**config.mk**
```make
export PLATFORM = sky130hd
export DESIGN_NAME = stream_arb4
export DESIGN_NICKNAME = d
export VERILOG_FILES = /design/src/rtl/stream_arb_pkg.sv /design/src/rtl/stream_arb4_mux4.sv /design/src/rtl/stream_arb4.sv
export SDC_FILE = /design/constraint.sdc
export NUM_CORES = 1
export LEC_CHECK = 0
export ABC_AREA = 1
export BUFFER_PORTS_ARGS = -buffer_cell sky130_fd_sc_hd__buf_4
export CAP_MARGIN = 20
export CORE_MARGIN = 4
export CORE_UTILIZATION = 49
export DETAILED_ROUTE_END_ITERATION = 10
export GPL_TIMING_DRIVEN = 0
export MAX_ROUTING_LAYER = met4
export PLACE_DENSITY = 0.95
export SETUP_SLACK_MARGIN = 0.5
export SYNTH_ARGS = -nofsm -noshare
export SYNTH_HDL_FRONTEND = slang
export SYNTH_SLANG_ARGS = --single-unit
```
**constraint.sdc**
```tcl
create_clock -name clk -period 3.3 [get_ports clk]
set_input_delay 0 -clock clk [delete_from_list [all_inputs] [get_ports clk]]
set_output_delay 0 -clock clk [all_outputs]
set_load 0.1 [all_outputs]
```
**src/rtl/stream_arb_pkg.sv**
```systemverilog
// Shared types and constants for the 4-input round-robin stream arbiter.
package stream_arb_pkg;

   typedef enum logic {
      ARB    = 1'b0,
      LOCKED = 1'b1
   } arb_state_t;

   localparam int         NUM_IN    = 4;
   localparam logic [1:0] PTR_RESET = 2'd3;

endpackage

```
**src/rtl/stream_arb4_mux4.sv**
```systemverilog
// Plain 4:1 multiplexer of width N; the arbiter's datapath.
module mux4 #(
   parameter int N = 8
) (
   input  logic [N-1:0] i_d0,
   input  logic [N-1:0] i_d1,
   input  logic [N-1:0] i_d2,
   input  logic [N-1:0] i_d3,
   input  logic [1:0]   i_sel,
   output logic [N-1:0] o_y
);

   always_comb begin
      o_y = i_d0;
      case (i_sel)
         2'd0:    o_y = i_d0;
         2'd1:    o_y = i_d1;
         2'd2:    o_y = i_d2;
         default: o_y = i_d3;
      endcase
   end

endmodule

```
**src/rtl/stream_arb4.sv**
```systemverilog
// 4-input round-robin packet arbiter: grant is locked for a whole packet and the
// selected beat is registered into a single-entry output stage.
module stream_arb4 #(
   parameter int N = 8
) (
   input  logic         clk,
   input  logic         rst,
   input  logic [N-1:0] in0_data,
   input  logic [N-1:0] in1_data,
   input  logic [N-1:0] in2_data,
   input  logic [N-1:0] in3_data,
   input  logic [3:0]   in_valid,
   input  logic [3:0]   in_last,
   output logic [3:0]   in_ready,
   output logic [1:0]   switch,
   output logic [N-1:0] out_data,
   output logic         out_valid,
   output logic         out_last,
   input  logic         out_ready
);

   import stream_arb_pkg::*;

   arb_state_t   r_state;
   arb_state_t   w_state_next;
   logic [1:0]   r_ptr;
   logic [1:0]   r_owner;
   logic [N-1:0] r_out_data;
   logic         r_out_last;
   logic         r_out_valid;

   logic         w_can_load;
   logic [1:0]   w_cand [NUM_IN];
   logic [3:0]   w_cand_valid;
   logic [1:0]   w_winner;
   logic         w_any_valid;
   logic [1:0]   w_switch;
   logic         w_xfer;
   logic [N-1:0] w_sel_data;
   logic         w_sel_last;

   assign w_can_load = !r_out_valid || out_ready;

   // Candidate k is ptr+1+k; the 2-bit add wraps naturally so the last one is ptr itself.
   for (genvar gi = 0; gi < NUM_IN; gi++) begin : g_cand
      assign w_cand[gi]       = r_ptr + 2'(gi + 1);
      assign w_cand_valid[gi] = in_valid[w_cand[gi]];
   end

   always_comb begin
      w_winner    = r_ptr;
      w_any_valid = 1'b0;
      for (int k = NUM_IN - 1; k >= 0; k--) begin
         if (w_cand_valid[k]) begin
            w_winner    = w_cand[k];
            w_any_valid = 1'b1;
         end
      end
   end

   // Select and handshake are forced idle while reset is held.
   always_comb begin
      w_switch = 2'd0;
      w_xfer   = 1'b0;
      if (rst) begin
         if (r_state == ARB) begin
            w_switch = w_winner;
            w_xfer   = w_any_valid && w_can_load;
         end else begin
            w_switch = r_owner;
            w_xfer   = in_valid[r_owner] && w_can_load;
         end
      end
   end

   for (genvar gi = 0; gi < NUM_IN; gi++) begin : g_ready
      assign in_ready[gi] = w_xfer && (w_switch == 2'(gi));
   end

   mux4 #(.N(N)) u_data_mux (
      .i_d0  (in0_data),
      .i_d1  (in1_data),
      .i_d2  (in2_data),
      .i_d3  (in3_data),
      .i_sel (w_switch),
      .o_y   (w_sel_data)
   );

   mux4 #(.N(1)) u_last_mux (
      .i_d0  (in_last[0]),
      .i_d1  (in_last[1]),
      .i_d2  (in_last[2]),
      .i_d3  (in_last[3]),
      .i_sel (w_switch),
      .o_y   (w_sel_last)
   );

   always_comb begin
      w_state_next = r_state;
      case (r_state)
         ARB: begin
            if (w_xfer && !w_sel_last) begin
               w_state_next = LOCKED;
            end
         end
         LOCKED: begin
            if (w_xfer && w_sel_last) begin
               w_state_next = ARB;
            end
         end
         default: w_state_next = ARB;
      endcase
   end

   always_ff @(posedge clk or negedge rst) begin
      if (!rst) begin
         r_state <= ARB;
      end else begin
         r_state <= w_state_next;
      end
   end

   // ptr only moves on a fresh grant, so after a packet the owner keeps lowest priority.
   always_ff @(posedge clk or negedge rst) begin
      if (!rst) begin
         r_ptr   <= PTR_RESET;
         r_owner <= 2'd0;
      end else if (w_xfer) begin
         if (r_state == ARB) begin
            r_ptr <= w_switch;
         end
         if (!w_sel_last) begin
            r_owner <= w_switch;
         end
      end
   end

   always_ff @(posedge clk or negedge rst) begin
      if (!rst) begin
         r_out_data  <= '0;
         r_out_last  <= 1'b0;
         r_out_valid <= 1'b0;
      end else if (w_xfer) begin
         r_out_data  <= w_sel_data;
         r_out_last  <= w_sel_last;
         r_out_valid <= 1'b1;
      end else if (out_ready) begin
         r_out_valid <= 1'b0;
      end
   end

   assign switch    = w_switch;
   assign out_data  = r_out_data;
   assign out_last  = r_out_last;
   assign out_valid = r_out_valid;

endmodule

```
==> impl_metrics.tcl, run 1 <==
set metrics [dict create \
    status "finished clean" \
    via_per_inst 5.135 \
    leakagePower_nw 0.9814 \
    whs_ps 5.936 \
    hold_end "out_data[6]" \
    yosysWarningCount 0 \
    start_kind "register" \
    period_needed_ps 2334 \
    dp_slack_ps 1145 \
    drive_above_1_share_pct 34.39 \
    crit_arrival_ps 2330 \
    skew_ps 1.208 \
    gp_congestion 0.8446 \
    drc 0 \
    numPlacedInstances 274 \
    end_kind "output pin" \
    slew-limit-headroom_pct 69.47 \
    nNetsFinal 297 \
    maxCapViolCount 0 \
    hold_viol_final 0 \
    wl_per_cell_um 12.10 \
    fp-row-count 17 \
    yosysTopAreaCell "nand2_1" \
    min_path_cells 5 \
    io_buffers 58 \
    finalCoreUtilization_pct 76.47 \
    crit_path_cell_trace "buf_6 > inv_6 > nand2_1 > nand2_1 > nand2_1 > nand2_1 > inv_2 > nand2_1 > nand2_1 > nand3_2 > nand2_4 > inv_1 > nor3_2 > buf_4" \
    synth_cells 188 \
    layout_commonest_cell "nand2_1" \
    grt_usage_pct 22.13 \
    rrSetupSlack_ps 1120 \
    clockRootBuffer "clkbuf_4" \
    numCtsBuffers 3 \
    clk_path_buf_depth 2 \
    timing.final.crit_share_pct 70.73 \
    synth_area_leaders "nand2_1 29%, dfrtp_1 27%, inv_1 4.7%" \
    tightest_slew_ps 458.0 \
    drtIter0Drc 35 \
    wl_mm 3.401 \
    finalNonFillerCells 281 \
    clk_pin_slew_worst_paths_ps 100 \
    fmax_mhz 428.4 \
    die_area_um2 3272 \
    r2r_end "out_data[3]" \
    slew_violations 0 \
    ios 59 \
    power.density_nw_per_um2 1127 \
    floorplan.initialDensity_pct 52.61 \
    clk_latency_ps 290 \
    fin_tns_setup_ps 0 \
    cp_common_cell "nand2_1" \
    slowest_stage "dfstp_2" \
    synth_seq_cells 15 \
    finalInstanceArea_um2 1724 \
    postPlaceCellArea_um2 1667 \
    h-tree-depth 1 \
    cts.sinks 15 \
    syn_area_um2 1186 \
    grt_pass1_wl_mm 5.623 \
    grt_max_degree 19 \
    p_total_mw 1.943 \
    num_vias 1443 \
    grt.overflow.total 0 \
    required_ps 3300 \
    rsz0062_at_grt "no" \
    grt_pass1_vias 1391 \
    drt-pass1-iter-count 5 \
    setup_slack_ps 966.0 \
    core_um2 2255 \
    diodes 0 \
    place_hpwl_mm 2.693 \
    holdCritStartpoint "in2_data[6]" \
    crit_fanout 9 \
    r2r_cells 15 \
    n_fill_cell 183 \
    yosysUniqueCellTypes 27 \
    synth_area_per_cell_um2 6.309 \
    dieWidth_um 57.20 \
    seq_area_frac_synth_pct 31.86 \
    hold_class "input pin to register" \
    antenna_found_initial 0 \
    ant_nets 0 \
    cp_slowest_stage_delay_ps 540 \
    cp-startpoint "r_ptr[0]" \
    setup_violations 0 \
    dieHeight_um 57.20 \
    cts_tree "built" \
    synth_top_area_share_pct 29.11 \
    syn_to_final_growth_pct 45.36 \
    irDropWorstVdd_v 0.0007205 \
    syn_nets 231 \
    path_class "register to output pin" \
    final_cell_mix "92 x nand2_1, 58 x buf_4, 15 x inv_1, 13 x dfrtp_1, 11 x nor2_1" \
    r2r-start "r_ptr[0]" \
]
## synth_stat cells (all sizes together)
cell      n
a21boi    1
dfrtp    13
or2       1
dfstp     2
nor2     14
buf       2
inv      20
o211ai    2
clkbuf    1
nand3    11
o21ai     5
a21oi     1
nand4     9
o21bai    1
nor3      3
o22ai     1
nand2   101
## routing by layer
metal  routed length, µm  GRT usage [%]
met1                1333          25.38
met2                1741          37.52
met3                 269          3.846
met4                  57          9.934
met5                   0              -
## report_power, final
group | total (mW) | switching (mW) | leakage, nW | internal (mW)
clock network | 0.112 | 0.0669 | 0.0177 | 0.0452
logic | 1.49 | 1.12 | 0.783 | 0.370
registers | 0.340 | 0.0646 | 0.181 | 0.275
## sequential cells by signal, summed over array words and instances, names as in the netlist, named ones only
name,flops
out_last,1
out_data,8
out_valid,1
r_owner,2
r_ptr,2
## area by class of cell
| class | instances | area (µm²) | share of cell area (%) |
|---|---|---|---|
| clock buffers | 3 | 22.52 | 1.306 |
| clock inverters | 1 | 5.005 | 0.2903 |
| well taps | 28 | 35.03 | 2.032 |
| plain buffers | 3 | 18.77 | 1.089 |
| flip-flops and latches | 15 | 377.9 | 21.92 |
| multi-input cells | 150 | 719.4 | 41.73 |
| repair buffers | 61 | 465.4 | 27.00 |
| inverters | 20 | 80.08 | 4.644 |
## cell families (layout without fill, tap and decap cells)
family,Yosys count,after routing,share of synthesized area [%]
and+or+nand+nor,139,139,54.22
buffers and inverters,23,88,8.332
AOI/OAI and AO/OA,11,11,5.590
DFF,15,15,31.86
## worst max path at each step
stage	to	slack, ps	cells past startpoint
floorplan	in_ready[2]	230	13
global placement	out_data[4]	1180	15
detailed placement	out_data[1]	1150	15
CTS	in_ready[2]	970	14
global route	in_ready[2]	810	14
finish	in_ready[2]	970	14
## critical path: cells and delay by family, from the launching register on
| family | cells | cell delay (ps) |
|---|---|---|
| flops | 1 | 540 |
| simple gates | 9 | 760 |
| buf+inv | 5 | 720 |
## repair_timing
| action | CTS | global route |
|---|---|---|
| hold buffers | 3 | 0 |
| endpoints found under the hold margin | 17 | 0 |
| resized for setup | 0 | 0 |
| endpoints found under the setup margin | 0 | 0 |
| buffers inserted | 0 | 0 |
(Power assumes the default switching activity.)
==> inputs of run 2 (changes only) <==
--- a/config.mk
+++ b/config.mk
@@ -5,15 +5,15 @@
 export SDC_FILE = /design/constraint.sdc
 export NUM_CORES = 1
 export LEC_CHECK = 0
-export ABC_AREA = 1
+export ABC_AREA = 0
 export BUFFER_PORTS_ARGS = -buffer_cell sky130_fd_sc_hd__buf_4
 export CAP_MARGIN = 20
 export CORE_MARGIN = 4
-export CORE_UTILIZATION = 49
+export CORE_UTILIZATION = 40
 export DETAILED_ROUTE_END_ITERATION = 10
 export GPL_TIMING_DRIVEN = 0
 export MAX_ROUTING_LAYER = met4
-export PLACE_DENSITY = 0.95
+export PLACE_DENSITY = 0.87
 export SETUP_SLACK_MARGIN = 0.5
 export SYNTH_ARGS = -nofsm -noshare
 export SYNTH_HDL_FRONTEND = slang
==> constraint.sdc (replaced) <==
create_clock -name clk -period 1.94 [get_ports clk]
set_input_delay 0 -clock clk [delete_from_list [all_inputs] [get_ports clk]]
set_output_delay 0 -clock clk [all_outputs]
set_load 0.1 [all_outputs]
==> run 2 against run 1 <==
  * The run now ends with negative setup slack left
  * Die area rose by 9.9%
  * Worst setup slack got worse by 1200 ps
  * Non-clock buffer count rose by 20
  * Final cell count fell by 24%
  * Largest power group unchanged
  * Global-route usage rose by 0.86 points
  * Area after synthesis fell by 9.0%
  * Sequential cell count did not move
  * First-iteration DRC count rose by 100%
  * Power rose by 94%
==> impl_metrics.tcl, run 2 <==
set metrics [dict create \
    synth_area_per_cell_um2 11.02 \
    ios 59 \
    tightest_slew_ps 706.9 \
    p_switching_mw 1.993 \
    start_kind "register" \
    power.density_nw_per_um2 1822 \
    finalCoreUtilization_pct 81.89 \
    num_vias 1156 \
    syn_nets 141 \
    ant_nets 0 \
    irDropWorstVdd_v 0.001922 \
    largest_reg_flops 8 \
    antenna_found_initial 0 \
    drt-pass1-iter-count 4 \
    clkPwrFrac_pct 5.0 \
    synth_seq_cells 15 \
    seq_area_frac_synth_pct 34.99 \
    fmax_mhz 452.8 \
    path_class "register to register" \
    grt_max_degree 16 \
    synth_cells 98 \
    hold_class "input pin to register" \
    crit_path_cell_trace "nor3b_2 > a221o_1 > a21oi_4 > buf_6 > mux2_4 > o2bb2a_4 > mux2_4" \
    setup_violations 18 \
    dieHeight_um 59.96 \
    h-tree-depth 1 \
    cts.sinks 15 \
    syn_to_final_growth_pct 91.31 \
    drive_above_1_share_pct 66.12 \
    place_hpwl_mm 2.493 \
    cts_tree "built" \
    yosysWarningCount 0 \
    p_total_mw 3.765 \
    holdCritStartpoint "out_ready" \
    grt_pass1_vias 1248 \
    numCtsBuffers 3 \
    synth_top_area_share_pct 30.13 \
    leakagePower_nw 0.9901 \
    synth_area_leaders "dfrtp_1 30%, mux2i_1 25%, mux2_2 10%" \
    slew_violations 0 \
    grt.overflow.total 0 \
    cp_slowest_stage_delay_ps 600 \
    intPower_mw 1.772 \
    core_um2 2522 \
    wl_mm 3.920 \
    diodes 0 \
    fp-row-count 18 \
    swShare_pct 52.93 \
    die_area_um2 3595 \
    clk_path_buf_depth 2 \
    synthArstFlopShare_pct 100.0 \
    period_needed_ps 2208 \
    crit_fanout 5 \
    slowest_stage "dfstp_2" \
    yosysTopAreaCell "dfrtp_1" \
    via_per_inst 5.427 \
    dieWidth_um 59.96 \
    yosysUniqueCellTypes 31 \
    grt_usage_pct 22.99 \
    hold_viol_final 0 \
    synth_common_cells "27 x mux2i_1, 13 x dfrtp_1, 10 x mux2_2" \
    drtIter0Drc 70 \
    synth_edf_count 0 \
    io_buffers 58 \
    drc 0 \
    finalNonFillerCells 213 \
    synthMostInstantiatedCell "mux2i_1" \
    violations "negative setup slack" \
    slew-limit-headroom_pct 52.72 \
    layout_commonest_cell "buf_4" \
    clk_pin_slew_worst_paths_ps 90 \
    whs_ps 9.776 \
    power_frac_comb_pct 78.4 \
    synth_ff_type "dfrtp_1" \
    skew_ps 1.934 \
    grt_pass1_wl_mm 5.789 \
    dp_slack_ps -391.0 \
    p_seq_share_pct 16.7 \
    required_ps 2120 \
    clockRootBuffer "clkbuf_4" \
    cp_common_cell "mux2_4" \
    timing.final.crit_share_pct 113.8 \
    maxCapViolCount 0 \
    gp_congestion 0.8084 \
    status "finished, violations left" \
    nNetsFinal 227 \
    syn_area_um2 1080 \
    n_fill_cell 143 \
    crit_arrival_ps 2390 \
    floorplan.initialDensity_pct 42.81 \
    rsz0062_at_grt "yes" \
    cp-startpoint "r_ptr[1]" \
    final_cell_mix "63 x buf_4, 24 x mux2i_1, 12 x dfrtp_1, 10 x mux2_4, 10 x buf_6" \
    wl_per_cell_um 18.40 \
    setup_slack_ps -268.4 \
    numPlacedInstances 186 \
    end_kind "register" \
    clk_latency_ps 290 \
    r2r-start "r_ptr[1]" \
]
## run 2: changes by cell type after synthesis, moves of 7 or more
cell | before | now
mux2i_1 | 0 | 27
mux2_2 | 0 | 10
inv_1 | 15 | 3
nand2_1 | 92 | 4
nand2_2 | 7 | 0
nand3_1 | 9 | 0
nand4_1 | 9 | 1
nor2_1 | 11 | 4
## run 2: power groups by stage
stage	Clock (mW)	Combinational (mW)	Sequential (mW)
6_report	0.187	2.95	0.628
5_1_grt	0.205	3.06	0.648
4_1_cts	0.191	2.61	0.616
3_5_place_dp	0	2.28	0.614
3_3_place_gp	0	2.24	0.598
2_1_floorplan	0	1.07	1.36
## run 2: area by class of cell
cell class / count / area, µm² / area share (%)
clock buffers: 4 / 26.28 / 1.272
inverters: 5 / 26.28 / 1.272
plain buffers: 3 / 47.55 / 2.302
multi-input cells: 75 / 790.8 / 38.28
repair buffers: 81 / 758.2 / 36.71
well taps: 30 / 37.54 / 1.817
flip-flops and latches: 15 / 379.1 / 18.35
## run 2: per-layer routing
layer  wire length, µm  part of all wire (%)  vias to the layer above  track usage, %
met5                 0                     0                        -               -
met4               142                   3.6                        0           7.911
met3               218                   5.6                       14           6.263
met2              2040                    52                       47           39.81
met1              1519                    39                      558           25.13
li1                  -                     -                      537               -
## run 2: path summary, 6_finish.rpt
check,endpoint,slack [ps],depth (start not counted)
max,r_owner[1],-270,7
min,out_valid,10,3
max reg2reg,r_owner[1],-270,7
min reg2reg,out_data[5],520,1
max in group asynchronous,out_valid,1110,2
min in group asynchronous,out_data[5],340,2
## run 2: cells by family (layout without fill, tap and decap cells)
family          Yosys count  after routing  share of synthesized area [%]
mux                      40             40                          39.98
flops                    15             15                          34.99
simple gates             19             19                          9.155
compound gates           16             16                          11.94
buf+inv                   8             93                          3.940
## run 2: critical path: cells and delay by family, from the launching register on
kind,cells,cell delay (ps)
and+or+nand+nor,1,70
muxes,2,590
AOI/OAI and AO/OA,3,710
buffers and inverters,1,130
DFF,1,600
## run 2: timing repair
| action | 4_1_cts | 5_1_grt |
|---|---|---|
| resized for setup | 30 | 21 |
| pin swaps | 4 | 5 |
| setup buffers | 12 | 8 |
| endpoints found under the hold margin | 15 | 0 |
| gates cloned | 0 | 2 |
| hold buffers | 1 | 0 |
| endpoints found under the setup margin | 20 | 20 |
## run 2: through the flow
step                      TNS [ps]  instance area [µm²]
after floorplan              -4334                 1156
after global placement       -2734                 1629
after detailed placement     -3861                 1629
after CTS                    -2723                 1883
after global routing         -4444                 2066
final                        -3245                 2066
==> inputs of run 3 (changes only) <==
--- a/config.mk
+++ b/config.mk
@@ -8,12 +8,14 @@
 export ABC_AREA = 0
 export BUFFER_PORTS_ARGS = -buffer_cell sky130_fd_sc_hd__buf_4
 export CAP_MARGIN = 20
+export CELL_PAD_IN_SITES_DETAIL_PLACEMENT = 1
+export CELL_PAD_IN_SITES_GLOBAL_PLACEMENT = 1
 export CORE_MARGIN = 4
-export CORE_UTILIZATION = 40
+export CORE_UTILIZATION = 29
 export DETAILED_ROUTE_END_ITERATION = 10
 export GPL_TIMING_DRIVEN = 0
 export MAX_ROUTING_LAYER = met4
-export PLACE_DENSITY = 0.87
+export PLACE_DENSITY = 0.86
 export SETUP_SLACK_MARGIN = 0.5
 export SYNTH_ARGS = -nofsm -noshare
 export SYNTH_HDL_FRONTEND = slang
==> constraint.sdc (replaced) <==
create_clock -name clk -period 1.94 [get_ports clk]
set_input_delay 0 -clock clk [delete_from_list [all_inputs] [get_ports clk]]
set_output_delay 0 -clock clk [all_outputs]
set_load 0.01 [all_outputs]
==> run 3 against run 2 <==
  * The run still ends with negative setup slack left
  * Via count decreased by 3.1%
  * First-iteration DRC count decreased by 59%
  * Largest cell class is now multi-input gates
  * Global-route usage decreased by 6.3 points
  * Largest power group unchanged
==> impl_metrics.tcl, run 3 (same netlist as run 2, synthesis figures left out) <==
set metrics [dict create \
    grt.overflow.total 0 \
    setup_violations 16 \
    postPlaceCellArea_um2 1594 \
    crit_family "compound AO/OA/AOI/OAI gates" \
    p_total_mw 2.663 \
    grt_usage_pct 16.68 \
    wl_mm 3.996 \
    maxCapViolCount 0 \
    largest_reg_flops 8 \
    antenna_found_initial 0 \
    irDropWorstVdd_v 0.0007424 \
    dieHeight_um 69.02 \
    core_um2 3468 \
    syn_to_final_growth_pct 81.69 \
    r2r_cells 7 \
    dp_slack_ps -393.1 \
    tightest_slew_ps 703.6 \
    slew_violations 0 \
    numCtsBuffers 3 \
    clk_latency_ps 250 \
    drtIter0Drc 29 \
    wl_met1_mm 1.512 \
    clk_pin_slew_worst_paths_ps 60 \
    finalCoreUtilization_pct 56.57 \
    end_kind "register" \
    cp_slowest_stage_delay_ps 580 \
    drive_above_1_share_pct 64.25 \
    num_vias 1120 \
    gp_congestion 0.7254 \
    timing.final.crit_share_pct 114.1 \
    finalInstanceArea_um2 1962 \
    ios 59 \
    period_needed_ps 2213 \
    cp.depth 7 \
    setup_slack_ps -273.4 \
    crit_arrival_ps 2350 \
    fin_tns_setup_ps -2084 \
    rsz0062_at_grt "yes" \
    wl_per_cell_um 17.76 \
    skew_ps 6.063 \
    layout_commonest_cell "buf_4" \
    critical_path_buf_inv_count 1 \
    via_per_inst 4.978 \
    fp-row-count 21 \
    place_hpwl_mm 2.767 \
    io_buffers 58 \
    slew-limit-headroom_pct 52.94 \
    wl_met2_mm 2.207 \
    die_area_um2 4764 \
    ant_nets 0 \
    violations "negative setup slack" \
    start_kind "register" \
    drc 0 \
    fmax_mhz 451.8 \
    grt_max_degree 16 \
    wl_met3_um 172 \
    nNetsFinal 223 \
    cts.sinks 15 \
    hold_viol_final 0 \
    crit_path_cell_trace "nor3b_4 > a221o_1 > a21oi_4 > buf_6 > mux2_4 > o2bb2a_4 > mux2_4" \
    crit_fanout 3 \
    slowest_stage "dfstp_2" \
    diodes 0 \
    required_ps 2070 \
    clk_path_buf_depth 2 \
    floorplan.initialDensity_pct 31.13 \
    grt_pass1_vias 1287 \
    dieWidth_um 69.02 \
    status "finished, violations left" \
    top_layer_used "met4" \
    min_path_cells 3 \
    clockRootBuffer "clkbuf_8" \
    leakagePower_nw 0.9493 \
    rrSetupSlack_ps -270 \
    grt_pass1_wl_mm 6.285 \
    path_class "register to register" \
    n_fill_cell 398 \
    cp_common_cell "mux2_4" \
    hold_class "input pin to register" \
    cts_tree "built" \
    final_cell_mix "71 x buf_4, 23 x mux2i_1, 13 x dfrtp_1, 12 x mux2_4, 5 x buf_6" \
    h-tree-depth 1 \
    power.density_nw_per_um2 1357 \
    drt-pass1-iter-count 4 \
]
==> run 3: cell types whose count changed in the layout (fill, tap and decap cells not counted), sizes merged <==
cell	delta
buf	-3
clkbuf	-1
==> run 3: worst reg2reg max path: cells and delay by family, from the launching register on <==
kind | cells | cell delay, ps
AOI/OAI and AO/OA | 3 | 690
DFF | 1 | 580
buffers and inverters | 1 | 140
and+or+nand+nor | 1 | 60
muxes | 2 | 620
==> run 3: area by class of cell <==
type | instances | area [µm²] | area share [%]
Inverter | 5 | 26.28 | 1.339
Multi-Input combinational cell | 75 | 790.8 | 40.31
Tap cell | 46 | 57.56 | 2.934
Timing Repair Buffer | 77 | 613.1 | 31.25
Buffer | 3 | 51.30 | 2.615
Clock buffer | 4 | 45.04 | 2.296
Sequential cell | 15 | 377.9 | 19.26
==> run 3: per-layer routing <==
layer / vias up / GRT usage [%]
met3: 11 / 3.488
li1: 523 / -
met4: 0 / 4.555
met1: 542 / 17.04
met2: 44 / 31.78
met5: - / -
==> run 3: stage by stage <==
step	std cells	hold slack, ps
floorplan	98	-295.6
global placement	202	-123.0
detailed placement	202	-119.1
CTS	217	74.04
global route	225	103.6
finish	225	77.70
==> run 3: worst paths after layout <==
check                             from           to
max reg2reg                   r_ptr[0]   r_owner[1]
max                           r_ptr[0]   r_owner[1]
min in group asynchronous          rst    out_valid
min reg2reg                out_data[3]  out_data[3]
max in group asynchronous          rst     out_last
min                          out_ready    out_valid
==> run 3: what timing repair did <==
action / in CTS / in global routing
cloned: 0 / 1
pin swaps: 4 / 5
setup endpoints to repair: 20 / 20
gates resized for setup: 17 / 22
setup buffers: 10 / 7
hold endpoints to repair: 15 / 0
hold buffers: 1 / 0
==> run 3: where the power goes <==
part / switching [mW] / internal, mW / total [mW]
Clock: 0.110 / 0.146 / 0.255
Sequential: 0.127 / 0.486 / 0.613
Combinational: 0.759 / 1.04 / 1.79
